`src/rtl/mem_data_router_if.sv`:
```
// ---------------------------------------------------------------------------
// mem_data_router_if
//   Bundles the signals between the memory read-data port, the router and
//   its consumers.
//   Input side : in_valid, in_ready, in_sel, in_data (valid/ready word stream
//                with a destination tag).
//   Output side: out_valid, out_ready, out_data (one valid/ready lane per
//                channel, channel c data at bits [c*WIDTH +: WIDTH]).
//   Status     : drop_cnt, saturating count of words whose tag names no
//                existing channel.
//   Modports   : master = producer/consumer environment, slave = router.
// ---------------------------------------------------------------------------
interface mem_data_router_if #(
    parameter int WIDTH    = 16,
    parameter int CHANNELS = 2,
    parameter int SEL_W    = 1
) ();
    logic                      in_valid;
    logic                      in_ready;
    logic [SEL_W-1:0]          in_sel;
    logic [WIDTH-1:0]          in_data;
    logic [CHANNELS-1:0]       out_valid;
    logic [CHANNELS-1:0]       out_ready;
    logic [CHANNELS*WIDTH-1:0] out_data;
    logic [7:0]                drop_cnt;

    modport master (
        output in_valid, in_sel, in_data, out_ready,
        input  in_ready, out_valid, out_data, drop_cnt
    );

    modport slave (
        input  in_valid, in_sel, in_data, out_ready,
        output in_ready, out_valid, out_data, drop_cnt
    );
endinterface

```
`src/rtl/mem_data_router.sv`:
```
// ---------------------------------------------------------------------------
// mem_data_router
//   Steers each memory read word to one of CHANNELS consumers using its
//   select tag. Every channel owns a DEPTH-entry FIFO, so one stalled
//   consumer only back-pressures words addressed to it. Words tagged with a
//   non-existent channel are accepted, discarded and counted.
//   Ports:
//     clk   - clock, all state updates on the rising edge
//     rst_n - asynchronous active-low reset (clears FIFO state and drop_cnt)
//     bus   - mem_data_router_if.slave: input stream, per-channel output
//             streams and the drop counter
// ---------------------------------------------------------------------------
module mem_data_router #(
    parameter int WIDTH    = 16,
    parameter int CHANNELS = 2,
    parameter int SEL_W    = 1,
    parameter int DEPTH    = 4
) (
    input  logic                 clk,
    input  logic                 rst_n,
    mem_data_router_if.slave     bus
);
    localparam int PTR_W = $clog2(DEPTH);
    localparam int CNT_W = PTR_W + 1;

    logic [WIDTH-1:0] mem_q    [CHANNELS][DEPTH];
    logic [PTR_W-1:0] wr_ptr_q [CHANNELS];
    logic [PTR_W-1:0] wr_ptr_d [CHANNELS];
    logic [PTR_W-1:0] rd_ptr_q [CHANNELS];
    logic [PTR_W-1:0] rd_ptr_d [CHANNELS];
    logic [CNT_W-1:0] count_q  [CHANNELS];
    logic [CNT_W-1:0] count_d  [CHANNELS];
    logic [7:0]       drop_q;
    logic [7:0]       drop_d;

    logic [CHANNELS-1:0] full;
    logic [CHANNELS-1:0] valid;
    logic [CHANNELS-1:0] push;
    logic [CHANNELS-1:0] pop;
    logic                sel_hit;
    logic                drop;

    // Handshake decode. in_ready looks only at the addressed FIFO's fill
    // level, never at out_ready, so a full FIFO refuses a word even in the
    // cycle its consumer pops.
    always_comb begin
        // NOTE: every signal gets a default before the loop so no path
        // leaves it unassigned, which would otherwise infer a latch.
        full         = '0;
        valid        = '0;
        push         = '0;
        pop          = '0;
        sel_hit      = 1'b0;
        bus.in_ready = 1'b1;
        for (int c = 0; c < CHANNELS; c++) begin
            full[c]  = (count_q[c] == CNT_W'(DEPTH));
            valid[c] = (count_q[c] != '0);
            pop[c]   = valid[c] && bus.out_ready[c];
            if (bus.in_sel == SEL_W'(c)) begin
                sel_hit      = 1'b1;
                bus.in_ready = !full[c];
                push[c]      = bus.in_valid && !full[c];
            end
        end
        // Out-of-range tags are always accepted and thrown away.
        drop = bus.in_valid && !sel_hit;
    end

    // Next-state: pointers wrap naturally because DEPTH is a power of two;
    // a push to an empty FIFO is not a pop because valid was still low.
    always_comb begin
        for (int c = 0; c < CHANNELS; c++) begin
            wr_ptr_d[c] = wr_ptr_q[c] + PTR_W'(push[c]);
            rd_ptr_d[c] = rd_ptr_q[c] + PTR_W'(pop[c]);
            count_d[c]  = count_q[c] + CNT_W'(push[c]) - CNT_W'(pop[c]);
        end
        drop_d = (drop && drop_q != 8'hFF) ? drop_q + 8'd1 : drop_q;
    end

    // NOTE: state registers use non-blocking assignments so every register
    // samples the pre-edge values, independent of statement order.
    always_ff @(posedge clk or negedge rst_n) begin
        if (!rst_n) begin
            for (int c = 0; c < CHANNELS; c++) begin
                wr_ptr_q[c] <= '0;
                rd_ptr_q[c] <= '0;
                count_q[c]  <= '0;
            end
            drop_q <= '0;
        end else begin
            for (int c = 0; c < CHANNELS; c++) begin
                wr_ptr_q[c] <= wr_ptr_d[c];
                rd_ptr_q[c] <= rd_ptr_d[c];
                count_q[c]  <= count_d[c];
            end
            drop_q <= drop_d;
        end
    end

    // NOTE: the storage array has no reset; zero counts already mark every
    // entry as empty, and leaving it out keeps it a plain RAM.
    always_ff @(posedge clk) begin
        for (int c = 0; c < CHANNELS; c++) begin
            if (push[c]) begin
                mem_q[c][wr_ptr_q[c]] <= bus.in_data;
            end
        end
    end

    // Head words are read straight out of storage through the rd_ptr mux;
    // an empty channel presents zeros rather than stale data.
    always_comb begin
        bus.out_data = '0;
        for (int c = 0; c < CHANNELS; c++) begin
            if (valid[c]) begin
                bus.out_data[c*WIDTH +: WIDTH] = mem_q[c][rd_ptr_q[c]];
            end
        end
    end

    assign bus.out_valid = valid;
    assign bus.drop_cnt  = drop_q;

endmodule

```
`src/flat_wrapper.sv`:
```
// flat-port wrapper written by rule: the top's interface ports become plain ports
module mem_data_router_flat 
#(
    parameter int WIDTH    = 16,
    parameter int CHANNELS = 2,
    parameter int SEL_W    = 1,
    parameter int DEPTH    = 4
)
  (clk, rst_n, bus_in_valid, bus_in_sel, bus_in_data, bus_out_ready, bus_in_ready, bus_out_valid, bus_out_data, bus_drop_cnt);
  mem_data_router_if #(.WIDTH(WIDTH), .CHANNELS(CHANNELS), .SEL_W(SEL_W)) bus_i ();
  input  logic clk;
  input  logic rst_n;
  input wire logic [$bits(bus_i.in_valid)-1:0] bus_in_valid;
  input wire logic [$bits(bus_i.in_sel)-1:0] bus_in_sel;
  input wire logic [$bits(bus_i.in_data)-1:0] bus_in_data;
  input wire logic [$bits(bus_i.out_ready)-1:0] bus_out_ready;
  output wire logic [$bits(bus_i.in_ready)-1:0] bus_in_ready;
  output wire logic [$bits(bus_i.out_valid)-1:0] bus_out_valid;
  output wire logic [$bits(bus_i.out_data)-1:0] bus_out_data;
  output wire logic [$bits(bus_i.drop_cnt)-1:0] bus_drop_cnt;
  assign bus_i.in_valid = bus_in_valid;
  assign bus_i.in_sel = bus_in_sel;
  assign bus_i.in_data = bus_in_data;
  assign bus_i.out_ready = bus_out_ready;
  assign bus_in_ready = bus_i.in_ready;
  assign bus_out_valid = bus_i.out_valid;
  assign bus_out_data = bus_i.out_data;
  assign bus_drop_cnt = bus_i.drop_cnt;
  mem_data_router #(.WIDTH(WIDTH), .CHANNELS(CHANNELS), .SEL_W(SEL_W), .DEPTH(DEPTH)) u_core (.clk(clk), .rst_n(rst_n), .bus(bus_i));
endmodule
```
`config.mk`:
```
export PLATFORM = sky130hd
export DESIGN_NAME = mem_data_router_flat
export DESIGN_NICKNAME = d
export VERILOG_FILES = /design/src/rtl/mem_data_router_if.sv /design/src/rtl/mem_data_router.sv /design/src/flat_wrapper.sv
export SDC_FILE = /design/constraint.sdc
export NUM_CORES = 1
export LEC_CHECK = 0
export CORE_ASPECT_RATIO = 0.9
export CORE_UTILIZATION = 56
export DETAILED_ROUTE_END_ITERATION = 6
export PLACE_DENSITY = 0.91
export SLEW_MARGIN = 15
export SYNTH_ARGS = -nofsm -noshare
export SYNTH_HDL_FRONTEND = slang
export SYNTH_SLANG_ARGS = --single-unit
```
`constraint.sdc`:
```
create_clock -name clk -period 3.1 [get_ports clk]
set_input_delay 0.31 -clock clk [delete_from_list [all_inputs] [get_ports clk]]
set_output_delay 0.31 -clock clk [all_outputs]
set_load 0.01 [all_outputs]
```
* Word-level counts from Yosys, hierarchy flattened
Memory sizes are Yosys's and may differ from the RTL's.
Index checks and enable logic that the tools add are counted.
** Operators by class
- Add/sub/neg operators :: 8
- Equality and inequality tests :: 2
- Muxes and demuxes :: 22
- Order comparisons :: 6
- Reduce and logical (&&, ||, !) cells :: 11
- Bitwise logic cells :: 4
** Operators by type and width (count)
- $mux W64 :: 4
- $mux W16 :: 8
- $bmux W16 S2 :: 2
- $demux W16 S2 :: 2
- $reduce_or A64 Y1 :: 1
- $ge A3 B3 Y1 const B :: 4
- $not A2 Y3 :: 4
- $add A2 B1 Y2 :: 4
- $add A3 B1 Y3 :: 2
- $eq A3 B3 Y1 const B :: 2
- $logic_and A1 B1 Y1 :: 6
- $lt A3 B1 Y1 const B :: 2
- $mux W1 :: 6
- $reduce_bool A3 Y1 :: 2
- $sub A3 B1 Y3 :: 2
- $logic_not A1 Y1 :: 2
** Storage, ports and cells
- Flip-flop bits (word level) :: 14
- Output and inout port bits :: 43
- Input bits :: 22
- RAM bits :: 128
- Memories kept :: 1
- Logic and storage cells :: 60
** Memories
- u_core.mem_q :: words 2, width 64, read ports 2, clocked after memory_dff 0, wr ports 1, RTL line mem_data_router.sv:26 : logic [WIDTH-1:0] mem_q [CHANNELS][DEPTH];

* Longest topological paths before layout
- Word-level depth :: 8
- Mapped depth :: 10
- Depth with buffers taken out :: 9

* Worst setup path before layout
OpenSTA, ideal clock, no wires.
- Path type :: register -> register
- Start point :: reg u_core.count_q[5] (netlist bit)
- End point :: mem u_core.mem_q[0][32] (netlist bit) (enable)
- Setup slack :: 277 ps
- Data arrival time :: 2387 ps
- Cell stages (with the launch flop) :: 3
- Setup time :: 436 ps
- Path buffers :: 0
- Period minus slack after synthesis :: 2823 ps
- Cell sequence :: dfrtp_1 > nor3b_1 > nor4b_1
** Between the ends
- Cells in the longest elaborated chain, start to end :: 7
** RTL lines
- start, declared :: RTL line mem_data_router.sv:31 : logic [CNT_W-1:0] count_q [CHANNELS];
- start signal, assigned by index :: RTL line mem_data_router.sv:94 : count_q[c] <= count_d[c];
- $eq A3 B3 Y1 :: RTL line mem_data_router.sv:56 : full[c] = (count_q[c] == CNT_W'(DEPTH));
- $logic_not A1 Y1 :: RTL line mem_data_router.sv:62 : push[c] = bus.in_valid && !full[c];
- $logic_and A1 B1 Y1 :: RTL line mem_data_router.sv:62
- $mux W1 :: RTL line mem_data_router.sv:59 : if (bus.in_sel == SEL_W'(c)) begin
- $mux W1 :: RTL line mem_data_router.sv:104 : if (push[c]) begin
- $mux W64 (not written as such) :: RTL line mem_data_router.sv:105 : mem_q[c][wr_ptr_q[c]] <= bus.in_data;
- $mux W64 (no line)
- end, declared :: RTL line mem_data_router.sv:26
No other way between the ends.

* Worst setup path in the final report
- Start point :: reg u_core.rd_ptr_q[3] (netlist bit)
- End point :: out bus_out_data[15]
** Between the ends
- Cells in the longest elaborated chain, start to end :: 5
** RTL lines
- start, declared :: RTL line mem_data_router.sv:29 : logic [PTR_W-1:0] rd_ptr_q [CHANNELS];
- start signal, assigned by index :: RTL line mem_data_router.sv:93 : rd_ptr_q[c] <= rd_ptr_d[c];
- $not A2 Y3 (not written as such) :: RTL line mem_data_router.sv:116 : bus.out_data[c*WIDTH +: WIDTH] = mem_q[c][rd_ptr_q[c]];
- $bmux W16 S2 :: RTL line mem_data_router.sv:116
- $mux W16 (not written as such) (2 in a row) :: RTL line mem_data_router.sv:116
- $mux W16 :: RTL line mem_data_router.sv:115 : if (valid[c]) begin
- end, declared :: RTL line flat_wrapper.sv:19 : output wire logic [$bits(bus_i.out_data)-1:0] bus_out_data;
No other way between the ends. The select of a mux whose other input is x is not followed.

==> results.json <==
{
  "status": "complete, no violations",
  "fillers": 585,
  "io_buffers": 56,
  "hp-class": "input port to asynchronous set/reset pin",
  "cts_sinks": 142,
  "period_minus_slack_ns": 2.79,
  "fin_crit_sh_pct": 89.9,
  "rsz0062_at_grt": "false",
  "cts_resized": 0,
  "crit_path_start_kind": "flop",
  "slowest_delay_ns": 0.94,
  "ys_ff_latch": 142,
  "ys_warn_count": 0,
  "hold_viol": 0,
  "slew_headroom_pct": 38.6,
  "gr-total-overflow": 0,
  "yosysUniqueCellTypes": 27,
  "async_flop_share_pct": 9.86,
  "synth_xor_area_share_pct": 1.39,
  "syn_area_mm2": 0.00569,
  "post_cts_buffers": 0,
  "path_max_fanout": 17,
  "post_drt_wl_per_cell_um": 22.9,
  "ant_nets": 0,
  "die_h_um": 97.6,
  "slowest_stage": "dfrtp_1",
  "cts_buffer_depth": 2,
  "synth_mux_area_share_pct": 13.7,
  "htreeDepth": 4,
  "final_common_cell": "edfxtp_1",
  "path_cells": "mux4_1 > and2_1 > clkdlybuf4s50_1",
  "arrival_ns": 2.48,
  "synth_top_family_by_area": "multiplexers",
  "crit_family": "flip-flops",
  "drv_slew": 0,
  "cts_hold_buf": 0,
  "crit_buf_inv": 1,
  "grt_pass1_wl_um": 16800,
  "cts_root_buf": "clkbuf_16",
  "avgViaCountPerCell": 5.74,
  "seqCellArea_mm2": 0.00419,
  "fmax_mhz": 359,
  "timing.setup.tns_ns": 0,
  "area_delta_synth_final_pct": 23.8,
  "route.final.wire_length_um": 11200,
  "chipWidth_um": 108,
  "synth_cells": 271,
  "grt_max_degree": 19,
  "ir_drop_mv": 0.584,
  "dieArea_mm2": 0.0106,
  "first_pass_iters": 4,
  "path_class": "flop to output port",
  "drive_gt1_share_pct": 19.6,
  "ys_seq_area_share_pct": 73.7,
  "power_per_cell_area_mw_per_mm2": 978,
  "clk_latency_ns": 0.41,
  "antenna_cells": 0,
  "drtIter0Drc": 182,
  "antenna_found_initial": 0,
  "clk_pin_slew_ns": 0.05,
  "grt_pass1_vias": 2925,
  "end_kind": "output port",
  "cts_buffers": 17,
  "gp_congestion": 0.691,
  "power.leakage_uw": 0.00243,
  "postSynthAreaPerCell_um2": 21.0,
  "setup_violations": 0,
  "synth_top_flop_cell": "edfxtp_1",
  "synth_compound_area_share_pct": 0.286,
  "grtUsageTotal_pct": 23.4,
  "core.rowCount": 34,
  "finalNetCount": 379,
  "io_pins": 65,
  "synth_fa_ha_area_share_pct": 2.02,
  "multi_input_area_mm2": 0.00141,
  "synth_simple_gate_area_share_pct": 5.67,
  "start_util_pct": 58.1,
  "max-cap-violations": 0,
  "vias": 2799,
  "final_cell_mix": "128 x edfxtp_1, 56 x clkdlybuf4s50_1, 33 x and2_1, 21 x mux4_2, 17 x clkbuf_16",
  "cts_tree": "yes",
  "worst_pin_slew_ns": 0.921,
  "timing.rr.start": "u_core.count_q[1]",
  "worstSetupStartpoint": "u_core.rd_ptr_q[3]",
  "core_mm2": 0.00978,
  "critPathRequiredTime_ns": 2.79,
  "drcViolationCount": 0,
  "hpwl_um": 6550,
  "power.total_uw": 6880,
  "skew_ns": 0.00504,
  "synth_edf_count": 128
}
[final timing paths]
kind	endpoint	slack, ns	depth (start not counted)
setup / recovery	bus_out_data[15]	0.31	3
hold / removal	u_core.count_q[3]	0.33	1
setup reg to reg	u_core.count_q[2]	0.58	10
hold reg to reg	u_core.count_q[2]	0.52	1
max in group asynchronous	u_core.rd_ptr_q[0]	2.31	1
min in group clk	u_core.count_q[2]	0.52	1
[sequential cells by signal, indices dropped and copies added, names as in the netlist]
register and cells:
u_core.wr_ptr_q 4, u_core.mem_q 128, u_core.count_q 6, u_core.rd_ptr_q 4
[cell families (layout without fill, tap and decap cells)]
family	Yosys count	after routing
buffers and inverters	25	109
AOI/OAI and AO/OA	2	2
other	1	8
muxes	34	34
xor gates and xnor gates	9	9
and+or+nand+nor	50	50
DFF	142	142
adders and majority gates	8	8
[synthesized netlist by cell type, drive strengths merged, types with 3 or more instances]
cell | instances | share of area [%]
nor4b | 4 | 0.62
dfrtp | 14 | 6.2
and2 | 33 | 3.6
xnor2 | 6 | 0.92
xor2 | 3 | 0.46
inv | 6 | 0.40
edfxtp | 128 | 68
ha | 6 | 1.3
nor2 | 3 | 0.20
mux4 | 32 | 13
clkbuf | 3 | 0.20
buf | 16 | 2.5
[where the power goes]
group	internal [uW]	switching (uW)	leakage [uW]
clock network	1250	732	0.000275
logic	1310	973	0.000825
registers	2380	231	0.00132
[worst register-to-register path, stage by stage (launching register included)]
cell	delay [ns]
dfrtp_1	0.43
or3_1	0.37
buf_4	0.21
and2_1	0.20
ha_1	0.28
inv_1	0.06
ha_1	0.13
inv_1	0.05
fa_1	0.37
xnor2_1	0.19
xnor2_1	0.15
[final cells by class]
| cell class | instances | area share, % |
|---|---|---|
| sequential | 142 | 59.6 |
| multi-input combinational | 111 | 20.1 |
| timing repair buffer | 71 | 9.56 |
| clock buffer | 19 | 6.15 |
| tap | 126 | 2.24 |
| clock inverter | 13 | 2.10 |
| inverter | 6 | 0.320 |
[through the flow]
| stage | cell area [um2] | setup WS, ns | std cells | util (%) | hold slack, ns |
|---|---|---|---|---|---|
| final | 7040 | 0.314 | 488 | 72.0 | 0.334 |
| after global routing | 7040 | 0.263 | 488 | 72.0 | 0.377 |
| after CTS | 7040 | 0.284 | 488 | 72.0 | 0.342 |
| after detailed placement | 6460 | 0.628 | 456 | 66.0 | 0.507 |
| after global placement | 6460 | 0.699 | 456 | 66.0 | 0.466 |
| after floorplan | 5720 | 0.277 | 278 | - | 0.0144 |
[layer usage]
| layer | GRT usage, % | vias up | wire, um |
|---|---|---|---|
| li1 | - | 1226 | - |
| met1 | 30.1 | 1417 | 4520 |
| met2 | 39.4 | 139 | 5890 |
| met3 | 4.43 | 17 | 604 |
| met4 | 8.85 | 0 | 148 |
| met5 | 0 | - | 0 |
Note: power is estimated with default switching activity, not from simulation.
==> RTL change, RTL diff (same settings) <==
`CHANNELS` is set to 2 in 3 places; all go to 1.
--- a/src/rtl/mem_data_router_if.sv
+++ b/src/rtl/mem_data_router_if.sv
@@ -13,5 +13,5 @@
 interface mem_data_router_if #(
     parameter int WIDTH    = 16,
-    parameter int CHANNELS = 2,
+    parameter int CHANNELS = 1,
     parameter int SEL_W    = 1
 ) ();
--- a/src/rtl/mem_data_router.sv
+++ b/src/rtl/mem_data_router.sv
@@ -13,5 +13,5 @@
 module mem_data_router #(
     parameter int WIDTH    = 16,
-    parameter int CHANNELS = 2,
+    parameter int CHANNELS = 1,
     parameter int SEL_W    = 1,
     parameter int DEPTH    = 4
--- a/src/flat_wrapper.sv
+++ b/src/flat_wrapper.sv
@@ -3,5 +3,5 @@
 #(
     parameter int WIDTH    = 16,
-    parameter int CHANNELS = 2,
+    parameter int CHANNELS = 1,
     parameter int SEL_W    = 1,
     parameter int DEPTH    = 4
Interface: changed (resized bus_out_data, bus_out_ready and bus_out_valid); port bits go from 65 to 47. No check against the original RTL was run, so the function may have changed too.
==> RTL change against the unedited design <==
Wire length shrank 50%. Synthesized area decreased by 43%. Combinational power shrank 45%. Worst setup slack better by 0.064 ns. Non-clock buffer count shrank 18. Count of clock-buffer cells in the layout fell by 10. Register-to-register slack improved by 0.44 ns. Final area fell by 43%. Total power is 48% lower. Sequential cell count down 63. Highest routed layer unchanged.
==> RTL change: results (changes against the unedited design) <==
outcome = finished clean
layout cells sized above 1 = 18.9% (-0.73 points)
Worst EP arrival = 2.41 ns (-0.07 ns)
EDFF count, synth = 64 (-50%)
nets@finish = 255 (-33%)
Worst-Skew Late Latency = 0.34 ns (-0.07 ns)
CTS Buf Count = 9 (-8)
Slowest-stage cell, CP = mux4_1
Via Count = 1,673 (-40%)
Final Skew = 0.00532 ns (+0.000275 ns)
Leak = 1.44 nW (-41%)
wirelength, routed = 5590 µm (-50%)
mux share of post-synthesis cell area = 12.9% (-0.83 points)
sequential cell area fraction in the yosys report = 71.2% (-2.5 points)
buffers added on ports = 46 (-18%)
VDD IR-drop max = 0.643 mV (+10%)
ys async rst share = 19.0% (+9.1 points)
Largest register FFs = 64 (-50%)
cell count after synthesis = 169 (-38%)
fin cells = 300 (-39%)
gpl congestion = 0.737 (+6.7%)
total placed instance area = 0.00378 mm² (-41%)
Compound-Gate Fraction of Synth Area = 0.504% (+0.22 points)
met2 GRT Util = 34.8% (-4.6 points)
Synth Area in Adders = 2.56% (+0.54 points)
critical path peak fanout = 12 (-5)
RTL change: cell count changes in the layout (fill, tap and decap cells not counted), sizes merged, moves of 8 or more:
cell           change
edfxtp            -64
buf                -8
clkbuf            -10
nor2b             +17
clkdlybuf4s50     -10
and2              -33
mux4              -16
conb               -8
RTL change: cells by family after synthesis:
| family | Yosys count |
|---|---|
| buffers and inverters | 11 |
| AND/OR/NAND/NOR | 43 |
| AO/OA/AOI/OAI | 3 |
| multiplexers | 19 |
| adder cells (fa/ha/maj) | 6 |
| flip-flops | 79 |
| XOR/XNOR | 8 |
RTL change: power by group:
group	internal, W	leakage, nW	switching [W]
Sequential	0.00133	0.762	0.000188
Combinational	0.000766	0.570	0.000505
Clock	0.000380	0.104	0.000379
RTL change: final cells by class:
type                            count  area [µm²]
Clock inverter                      7        78.8
Inverter                            6        22.5
Clock buffer                        9         124
Fill cell                         329        1430
Timing Repair Buffer               53         513
Sequential cell                    79        2300
Multi-Input combinational cell     79         865
Tap cell                           67        83.8
RTL change: per-stage QoR:
step           hold WS (ns)  total power [W]  worst slack, ns  util [%]
6_report              0.374          0.00355            0.378      73.6
5_1_grt               0.420          0.00374            0.238      73.6
4_1_cts               0.383          0.00358            0.339      73.6
3_5_place_dp          0.517          0.00283            0.715      69.9
3_3_place_gp          0.512          0.00277            0.756      69.9
2_1_floorplan        0.0144          0.00225            0.575         -
RTL change: path summary, 6_finish.rpt:
| path | end | start | depth (start not counted) |
|---|---|---|---|
| worst max-delay path | bus_out_data[3] | u_core.rd_ptr_q[0] | 4 |
| worst min-delay path | u_core.wr_ptr_q[0] | rst_n | 1 |
| worst max register to register | u_core.count_q[2] | u_core.count_q[1] | 9 |
| worst min register to register | u_core.bus.drop_cnt[5] | u_core.bus.drop_cnt[5] | 1 |
| max in group asynchronous | u_core.rd_ptr_q[1] | rst_n | 1 |
| min in group clk | u_core.bus.drop_cnt[5] | u_core.bus.drop_cnt[5] | 1 |
RTL change: metal layers:
| layer | wire (µm) | vias up |
|---|---|---|
| li1 | - | 768 |
| met1 | 2320 | 850 |
| met2 | 2930 | 50 |
| met3 | 284 | 5 |
| met4 | 62 | 0 |
| met5 | 0 | - |
RTL change: worst max-delay path, delay by kind of cell (launching register included):
kind                   cells  cell delay [ns]
buffers and inverters      2             0.80
muxes                      1             0.59
DFF                        1             0.53
and+or+nand+nor            1             0.14
